$ cat config.mk
export PLATFORM = sky130hd
export DESIGN_NAME = ctrl_pipe_decoder_flat
export DESIGN_NICKNAME = d
export VERILOG_FILES = /design/src/rtl/ctrl_pipe_decoder_if.sv /design/src/rtl/ctrl_pipe_decoder.sv /design/src/flat_wrapper.sv
export SDC_FILE = /design/constraint.sdc
export NUM_CORES = 1
export LEC_CHECK = 0
export ABC_AREA = 1
export CAP_MARGIN = 10
export CELL_PAD_IN_SITES_DETAIL_PLACEMENT = 0
export CELL_PAD_IN_SITES_GLOBAL_PLACEMENT = 1
export CORE_MARGIN = 3
export CORE_UTILIZATION = 29
export CTS_CLUSTER_SIZE = 25
export DETAILED_ROUTE_END_ITERATION = 10
export GPL_TIMING_DRIVEN = 0
export HOLD_SLACK_MARGIN = 0.08
export PLACE_DENSITY = 0.84
export SYNTH_ARGS = -nofsm -noshare
export SYNTH_HDL_FRONTEND = slang
export SYNTH_SLANG_ARGS = --single-unit
$ cat constraint.sdc
create_clock -name clk -period 1.27 [get_ports clk]
set_input_delay 0.254 -clock clk [delete_from_list [all_inputs] [get_ports clk]]
set_output_delay 0.254 -clock clk [all_outputs]
set_load 0.01 [all_outputs]
$ cat src/rtl/ctrl_pipe_decoder_if.sv
// ID-to-EX control bundle for ctrl_pipe_decoder: ID-side instruction inputs,
// the registered EX control word and the stall/flush feedback to fetch.
interface ctrl_pipe_decoder_if;
  logic        instr_valid_ID;
  logic [31:0] instruction_ID;
  logic        zero_EX;
  logic        stall_ID;
  logic        flush_ID;
  logic        valid_EX;
  logic [3:0]  alu_op_EX;
  logic [4:0]  shamt_EX;
  logic [1:0]  regsel_EX;
  logic [1:0]  alu_src_EX;
  logic        enhilo_EX;
  logic        regwrite_EX;
  logic        rdrt_EX;
  logic        gpio_out_EX;
  logic        gpio_in_EX;
  logic        illegal_EX;
  logic        mult_busy;

  modport master (
    output instr_valid_ID, instruction_ID, zero_EX,
    input  stall_ID, flush_ID, valid_EX, alu_op_EX, shamt_EX, regsel_EX, alu_src_EX,
           enhilo_EX, regwrite_EX, rdrt_EX, gpio_out_EX, gpio_in_EX, illegal_EX, mult_busy
  );

  modport slave (
    input  instr_valid_ID, instruction_ID, zero_EX,
    output stall_ID, flush_ID, valid_EX, alu_op_EX, shamt_EX, regsel_EX, alu_src_EX,
           enhilo_EX, regwrite_EX, rdrt_EX, gpio_out_EX, gpio_in_EX, illegal_EX, mult_busy
  );
endinterface

$ cat src/rtl/ctrl_pipe_decoder.sv
// Pipelined MIPS control decode: ID-stage decode registered into EX, with a
// HI/LO multiply interlock and a taken-bne flush sequencer.
module ctrl_pipe_decoder #(
  parameter int MULT_CYCLES  = 4,
  parameter int FLUSH_CYCLES = 1
) (
  input logic             clk,
  input logic             rst,
  ctrl_pipe_decoder_if.slave bus
);

  localparam logic [3:0] ALU_AND   = 4'b0000;
  localparam logic [3:0] ALU_OR    = 4'b0001;
  localparam logic [3:0] ALU_NOR   = 4'b0010;
  localparam logic [3:0] ALU_XOR   = 4'b0011;
  localparam logic [3:0] ALU_ADD   = 4'b0100;
  localparam logic [3:0] ALU_SUB   = 4'b0101;
  localparam logic [3:0] ALU_MULT  = 4'b0110;
  localparam logic [3:0] ALU_MULTU = 4'b0111;
  localparam logic [3:0] ALU_SLL   = 4'b1000;
  localparam logic [3:0] ALU_SRL   = 4'b1001;
  localparam logic [3:0] ALU_SRA   = 4'b1010;
  localparam logic [3:0] ALU_SLT   = 4'b1100;
  localparam logic [3:0] ALU_SLTU  = 4'b1101;

  localparam logic [3:0] MULT_LOAD  = 4'(MULT_CYCLES - 1);
  localparam logic [1:0] FLUSH_LOAD = 2'(FLUSH_CYCLES - 2);

  typedef struct packed {
    logic       valid;
    logic [3:0] alu_op;
    logic [4:0] shamt;
    logic [1:0] regsel;
    logic [1:0] alu_src;
    logic       enhilo;
    logic       regwrite;
    logic       rdrt;
    logic       gpio_out;
    logic       gpio_in;
    logic       illegal;
  } ctrl_t;

  typedef enum logic {HILO_IDLE, HILO_BUSY} hilo_state_t;
  typedef enum logic {BR_RUN, BR_FLUSH} br_state_t;

  logic [5:0]  op;
  logic [5:0]  funct;
  logic [4:0]  sh;
  ctrl_t       dec;
  logic        id_hilo;
  logic        id_bne;

  ctrl_t       ex_q, ex_d;
  logic        bne_ex_q, bne_ex_d;
  hilo_state_t hilo_q, hilo_d;
  logic [3:0]  busy_cnt_q, busy_cnt_d;
  br_state_t   br_q, br_d;
  logic [1:0]  flush_cnt_q, flush_cnt_d;

  logic        taken;
  logic        flush;
  logic        stall;
  logic        load;

  assign op    = bus.instruction_ID[31:26];
  assign funct = bus.instruction_ID[5:0];
  assign sh    = bus.instruction_ID[10:6];

  // Instruction decode; the all-zero word is a NOP that enables nothing.
  always_comb begin
    dec      = '0;
    dec.valid = 1'b1;
    id_hilo  = 1'b0;
    id_bne   = 1'b0;
    if (bus.instruction_ID == 32'd0) begin
      dec.valid = 1'b1;
    end else if (op == 6'b000000) begin
      case (funct)
        6'b100000, 6'b100001: begin dec.alu_op = ALU_ADD;  dec.regwrite = 1'b1; end
        6'b100010, 6'b100011: begin dec.alu_op = ALU_SUB;  dec.regwrite = 1'b1; end
        6'b100100: begin dec.alu_op = ALU_AND;  dec.regwrite = 1'b1; end
        6'b100101: begin dec.alu_op = ALU_OR;   dec.regwrite = 1'b1; end
        6'b100111: begin dec.alu_op = ALU_NOR;  dec.regwrite = 1'b1; end
        6'b100110: begin dec.alu_op = ALU_XOR;  dec.regwrite = 1'b1; end
        6'b101010: begin dec.alu_op = ALU_SLT;  dec.regwrite = 1'b1; end
        6'b101011: begin dec.alu_op = ALU_SLTU; dec.regwrite = 1'b1; end
        6'b011000: begin dec.alu_op = ALU_MULT;  dec.enhilo = 1'b1; id_hilo = 1'b1; end
        6'b011001: begin dec.alu_op = ALU_MULTU; dec.enhilo = 1'b1; id_hilo = 1'b1; end
        6'b010000: begin dec.regsel = 2'd1; dec.regwrite = 1'b1; id_hilo = 1'b1; end
        6'b010010: begin dec.regsel = 2'd2; dec.regwrite = 1'b1; id_hilo = 1'b1; end
        6'b000000: begin dec.alu_op = ALU_SLL; dec.shamt = sh; dec.regwrite = 1'b1; end
        6'b000010: begin
          dec.alu_op   = ALU_SRL;
          dec.shamt    = sh;
          dec.regwrite = 1'b1;
          dec.gpio_out = (sh == 5'd0);
        end
        6'b000011: begin
          dec.alu_op   = ALU_SRA;
          dec.shamt    = sh;
          dec.regwrite = 1'b1;
          dec.gpio_in  = (sh == 5'd0);
        end
        default: dec.illegal = 1'b1;
      endcase
    end else begin
      case (op)
        6'b001000, 6'b001001: begin
          dec.alu_op = ALU_ADD; dec.alu_src = 2'd1; dec.rdrt = 1'b1; dec.regwrite = 1'b1;
        end
        6'b001111: begin
          dec.alu_op = ALU_SLL; dec.alu_src = 2'd1; dec.shamt = 5'd16;
          dec.rdrt   = 1'b1;    dec.regwrite = 1'b1;
        end
        6'b001101: begin
          dec.alu_op = ALU_OR; dec.alu_src = 2'd2; dec.rdrt = 1'b1; dec.regwrite = 1'b1;
        end
        6'b000101: begin dec.alu_op = ALU_SUB; id_bne = 1'b1; end
        default: dec.illegal = 1'b1;
      endcase
    end
  end

  // Flush beats stall; either one turns the EX load into a bubble.
  always_comb begin
    taken    = (br_q == BR_RUN) && ex_q.valid && bne_ex_q && !bus.zero_EX;
    flush    = taken || (br_q == BR_FLUSH);
    stall    = (hilo_q == HILO_BUSY) && bus.instr_valid_ID && id_hilo && !flush;
    load     = bus.instr_valid_ID && !stall && !flush;
    ex_d     = load ? dec : '0;
    bne_ex_d = load && id_bne;
  end

  always_comb begin
    hilo_d     = hilo_q;
    busy_cnt_d = busy_cnt_q;
    case (hilo_q)
      HILO_IDLE: begin
        if (load && dec.enhilo) begin
          hilo_d     = HILO_BUSY;
          busy_cnt_d = MULT_LOAD;
        end
      end
      HILO_BUSY: begin
        if (busy_cnt_q == 4'd0) hilo_d = HILO_IDLE;
        else                    busy_cnt_d = busy_cnt_q - 4'd1;
      end
      default: hilo_d = HILO_IDLE;
    endcase
  end

  // The taken cycle is the first flush beat; FLUSH covers the remaining ones.
  always_comb begin
    br_d        = br_q;
    flush_cnt_d = flush_cnt_q;
    case (br_q)
      BR_RUN: begin
        if (taken && (FLUSH_CYCLES > 1)) begin
          br_d        = BR_FLUSH;
          flush_cnt_d = FLUSH_LOAD;
        end
      end
      BR_FLUSH: begin
        if (flush_cnt_q == 2'd0) br_d = BR_RUN;
        else                     flush_cnt_d = flush_cnt_q - 2'd1;
      end
      default: br_d = BR_RUN;
    endcase
  end

  always_ff @(posedge clk) begin
    if (rst) begin
      ex_q        <= '0;
      bne_ex_q    <= 1'b0;
      hilo_q      <= HILO_IDLE;
      busy_cnt_q  <= 4'd0;
      br_q        <= BR_RUN;
      flush_cnt_q <= 2'd0;
    end else begin
      ex_q        <= ex_d;
      bne_ex_q    <= bne_ex_d;
      hilo_q      <= hilo_d;
      busy_cnt_q  <= busy_cnt_d;
      br_q        <= br_d;
      flush_cnt_q <= flush_cnt_d;
    end
  end

  assign bus.stall_ID    = stall;
  assign bus.flush_ID    = flush;
  assign bus.valid_EX    = ex_q.valid;
  assign bus.alu_op_EX   = ex_q.alu_op;
  assign bus.shamt_EX    = ex_q.shamt;
  assign bus.regsel_EX   = ex_q.regsel;
  assign bus.alu_src_EX  = ex_q.alu_src;
  assign bus.enhilo_EX   = ex_q.enhilo;
  assign bus.regwrite_EX = ex_q.regwrite;
  assign bus.rdrt_EX     = ex_q.rdrt;
  assign bus.gpio_out_EX = ex_q.gpio_out;
  assign bus.gpio_in_EX  = ex_q.gpio_in;
  assign bus.illegal_EX  = ex_q.illegal;
  assign bus.mult_busy   = (hilo_q == HILO_BUSY);

endmodule

$ cat src/flat_wrapper.sv
// flat-port wrapper written by rule: the top's interface ports become plain ports
module ctrl_pipe_decoder_flat 
#(
  parameter int MULT_CYCLES  = 4,
  parameter int FLUSH_CYCLES = 1
)
  (clk, rst, bus_instr_valid_ID, bus_instruction_ID, bus_zero_EX, bus_stall_ID, bus_flush_ID, bus_valid_EX, bus_alu_op_EX, bus_shamt_EX, bus_regsel_EX, bus_alu_src_EX, bus_enhilo_EX, bus_regwrite_EX, bus_rdrt_EX, bus_gpio_out_EX, bus_gpio_in_EX, bus_illegal_EX, bus_mult_busy);
  ctrl_pipe_decoder_if bus_i ();
  input logic clk;
  input logic rst;
  input wire logic [$bits(bus_i.instr_valid_ID)-1:0] bus_instr_valid_ID;
  input wire logic [$bits(bus_i.instruction_ID)-1:0] bus_instruction_ID;
  input wire logic [$bits(bus_i.zero_EX)-1:0] bus_zero_EX;
  output wire logic [$bits(bus_i.stall_ID)-1:0] bus_stall_ID;
  output wire logic [$bits(bus_i.flush_ID)-1:0] bus_flush_ID;
  output wire logic [$bits(bus_i.valid_EX)-1:0] bus_valid_EX;
  output wire logic [$bits(bus_i.alu_op_EX)-1:0] bus_alu_op_EX;
  output wire logic [$bits(bus_i.shamt_EX)-1:0] bus_shamt_EX;
  output wire logic [$bits(bus_i.regsel_EX)-1:0] bus_regsel_EX;
  output wire logic [$bits(bus_i.alu_src_EX)-1:0] bus_alu_src_EX;
  output wire logic [$bits(bus_i.enhilo_EX)-1:0] bus_enhilo_EX;
  output wire logic [$bits(bus_i.regwrite_EX)-1:0] bus_regwrite_EX;
  output wire logic [$bits(bus_i.rdrt_EX)-1:0] bus_rdrt_EX;
  output wire logic [$bits(bus_i.gpio_out_EX)-1:0] bus_gpio_out_EX;
  output wire logic [$bits(bus_i.gpio_in_EX)-1:0] bus_gpio_in_EX;
  output wire logic [$bits(bus_i.illegal_EX)-1:0] bus_illegal_EX;
  output wire logic [$bits(bus_i.mult_busy)-1:0] bus_mult_busy;
  assign bus_i.instr_valid_ID = bus_instr_valid_ID;
  assign bus_i.instruction_ID = bus_instruction_ID;
  assign bus_i.zero_EX = bus_zero_EX;
  assign bus_stall_ID = bus_i.stall_ID;
  assign bus_flush_ID = bus_i.flush_ID;
  assign bus_valid_EX = bus_i.valid_EX;
  assign bus_alu_op_EX = bus_i.alu_op_EX;
  assign bus_shamt_EX = bus_i.shamt_EX;
  assign bus_regsel_EX = bus_i.regsel_EX;
  assign bus_alu_src_EX = bus_i.alu_src_EX;
  assign bus_enhilo_EX = bus_i.enhilo_EX;
  assign bus_regwrite_EX = bus_i.regwrite_EX;
  assign bus_rdrt_EX = bus_i.rdrt_EX;
  assign bus_gpio_out_EX = bus_i.gpio_out_EX;
  assign bus_gpio_in_EX = bus_i.gpio_in_EX;
  assign bus_illegal_EX = bus_i.illegal_EX;
  assign bus_mult_busy = bus_i.mult_busy;
  ctrl_pipe_decoder #(.MULT_CYCLES(MULT_CYCLES), .FLUSH_CYCLES(FLUSH_CYCLES)) u_core (.clk(clk), .rst(rst), .bus(bus_i));
endmodule
==> run metrics <==
outcome=finished, violations left; failing checks=setup timing; hold path endpoint=u_core.bus.shamt_EX[2]; DRC Markers=0; area share of the largest cell type after synthesis=0.381; LEAKAGE=roughly 1.3 nW; top cells by area, synth=dfxtp_1, nand2_1, nor2_1; Hold Crit Start=bus_instruction_ID[8]; reg-to-reg setup timing slack=0.03 ns; Final Hold Viols=0; Setup TNS=-0.103 ns; Final nets=350; Startpoint Class=register; share of layout cells above drive strength 1=0.310; Mapped Nets=roughly 270; # diodes=0; area leader, netlist=dfxtp_1; Worst-path clk slew=0.06 ns; CTS Hold Bufs=0; final worst-path cycle share=1.07; htree depth=2; sequential area share after synthesis=0.381; vias in the first global route=1610; final slew viol count=0; WP data required=1.02 ns; DIE HEIGHT=~80 um; Overall Global Routing Usage=0.144; Synth warnings=0; number of buffers created by CTS=5; root buf cell=clkbuf_8; area grow syn2layout=69.7%; Overflow after GRT=0; vias per cell=4.49; total die area=0.00616 mm^2; fmax=733 MHz; post-synthesis cell type count=24; HP Class=in2reg; max_slew headroom=0.778; Comb pwr share=0.135; reg2reg end=u_core.bus.gpio_in_EX; Routed Antenna Nets=0; Clock Path Buffers=2; number of core rows=25; pwr dens=859 mW/mm^2; Reg2Reg Depth=8; Syn Std Cell Area=0.00152 mm^2; maximum VDD drop=0.474 mV; clock share of power=0.451; DRT iter0 DRCs=53; TritonCTS clock tree=done; Initial Utilization=0.310; endpoints failing setup=2; io pins=around 60; router iterations before antenna repair=4; critical path class=reg2out; Crit Path Max Fanout=3; # fillers=499; CTS sink count=29; crit end category=output pin; synthesized netlist cell count=229; #FFs+latches synth=29; Detail Placement HPWL=3070 um; Clock Skews=0.00452 ns; MaxCap Viol Count=0; register area=583 um^2; # port buffers=58; internal power=1.70 mW; final WL=roughly 4400 um; Min-Delay Path Depth=3; die width=78.5 um; CP arrival=1.11 ns; Net Switching=0.520 mW; switch share=0.235; final total power=between 2 and 2.5 mW; GP Congestion=between 0.8 and 0.9; Final WS setup=-0.0934 ns; initial antenna violation count=0; DR WL/cell=11.5 um; Core Footprint=0.00491 mm^2; latest clock arrival within the worst-skew pair=0.29 ns; Worst Max-Slew Pin Slew=roughly 0.33 ns; via count=1706; minimum clock period=1.36 ns; Seq pwr share=0.414; synthesized area per cell=6.65 um^2; area of the multi-input gates=0.00103 mm^2; Crit Reg-Reg Startpoint=u_core.bus.mult_busy; first-pass GRT wire length=7030 um; largest net degree at the start of global routing=11; RSZ-0062 raised after global routing=yes
cell usage after synthesis, drive strengths merged:
library cell  count
nor3b             2
o21ai             6
nand4             1
nor4              1
a21oi             8
dfxtp            29
nor3              3
clkinv            2
a22oi             1
nand2            51
or2               1
nor2             58
ha                2
a31oi             1
inv              31
nand3            32
worst max-delay path by stage:
stage / from / to / slack, ns / cells past startpoint
CTS: u_core.bus.mult_busy / bus_stall_ID / -0.15 / 5
floorplan: bus_instruction_ID[31] / bus_stall_ID / -0.02 / 5
detailed placement: bus_instruction_ID[2] / bus_stall_ID / -1.14 / 7
global route: u_core.bus.mult_busy / bus_stall_ID / -0.17 / 5
finish: u_core.bus.mult_busy / bus_stall_ID / -0.09 / 5
global placement: bus_instruction_ID[2] / bus_stall_ID / -1.08 / 7
metrics by stage:
step | worst slack [ns] | util | hold slack [ns] | instances | area (um^2)
floorplan | -0.0216 | - | 0.323 | 229 | 1520
CTS | -0.146 | 0.496 | 0.281 | 377 | 2430
detailed placement | -1.14 | 0.445 | 0.484 | 354 | 2190
finish | -0.0934 | 0.526 | 0.272 | 380 | 2580
global route | -0.166 | 0.526 | 0.281 | 380 | 2580
global placement | -1.08 | 0.445 | 0.471 | 354 | 2190
repair_timing:
action / 4_1_cts / 5_1_grt
gates resized for setup: 107 / 39
setup endpoints to repair: 49 / 25
pin swaps: 23 / 22
buffers inserted: 15 / 3
critical path: stages (launching register included):
cell	delay, ns
dfxtp_2	0.34
inv_2	0.05
nor2_4	0.11
nand2_4	0.06
nor3_2	0.10
buf_2	0.16
state kept, by name, indices dropped and copies added (netlist names), 2 cells and up:
name	flops
u_core.flush_cnt_q	2
u_core.bus.shamt_EX	5
u_core.bus.alu_src_EX	2
u_core.busy_cnt_q	4
u_core.bus.alu_op_EX	4
u_core.bus.regsel_EX	2
power groups by stage:
stage | clock network (mW) | logic [mW] | registers (mW)
after floorplan | 0 | 0.106 | 0.940
after global placement | 0 | 0.266 | 0.937
after detailed placement | 0 | 0.267 | 0.938
after CTS | 1.00 | 0.289 | 0.918
after global routing | 1.05 | 0.327 | 0.917
final | 1.00 | 0.300 | 0.917
kinds of logic after synthesis:
| group | count (synthesis) | share of synthesized area |
|---|---|---|
| fa+ha+maj | 2 | 0.0164 |
| buf+inv | 33 | 0.0814 |
| compound gates | 16 | 0.0551 |
| simple gates | 149 | 0.466 |
| flops | 29 | 0.381 |
layer usage:
layer,global-route usage,vias up,part of all wire
met4,0.0682,0,0.019
met1,0.177,757,0.44
met3,0.0264,7,0.047
met5,0,-,0
li1,-,890,-
met2,0.241,52,0.50
area by class of cell:
type | instances | area share
Timing Repair Buffer | 76 | 0.249
Multi-Input combinational cell | 167 | 0.397
Tap cell | 67 | 0.0324
Sequential cell | 29 | 0.226
Clock buffer | 7 | 0.0334
Inverter | 33 | 0.0504
Clock inverter | 1 | 0.0116
placed cells by master (no fill, tap or decap), types with 5 or more instances in the layout:
master           instances
nand2_1                 46
nor2_1                  36
dfxtp_1                 27
dlygate4sd2_1           24
nand3_1                 23
inv_1                   20
buf_4                   19
nor2_4                  12
clkdlybuf4s50_1         12
buf_2                   11
inv_2                   10
nor2_2                   9
dlymetal6s2s_1           8
nand3_4                  6
clkbuf_8                 6
a21oi_2                  5
Power figures use the tool's default switching activity.
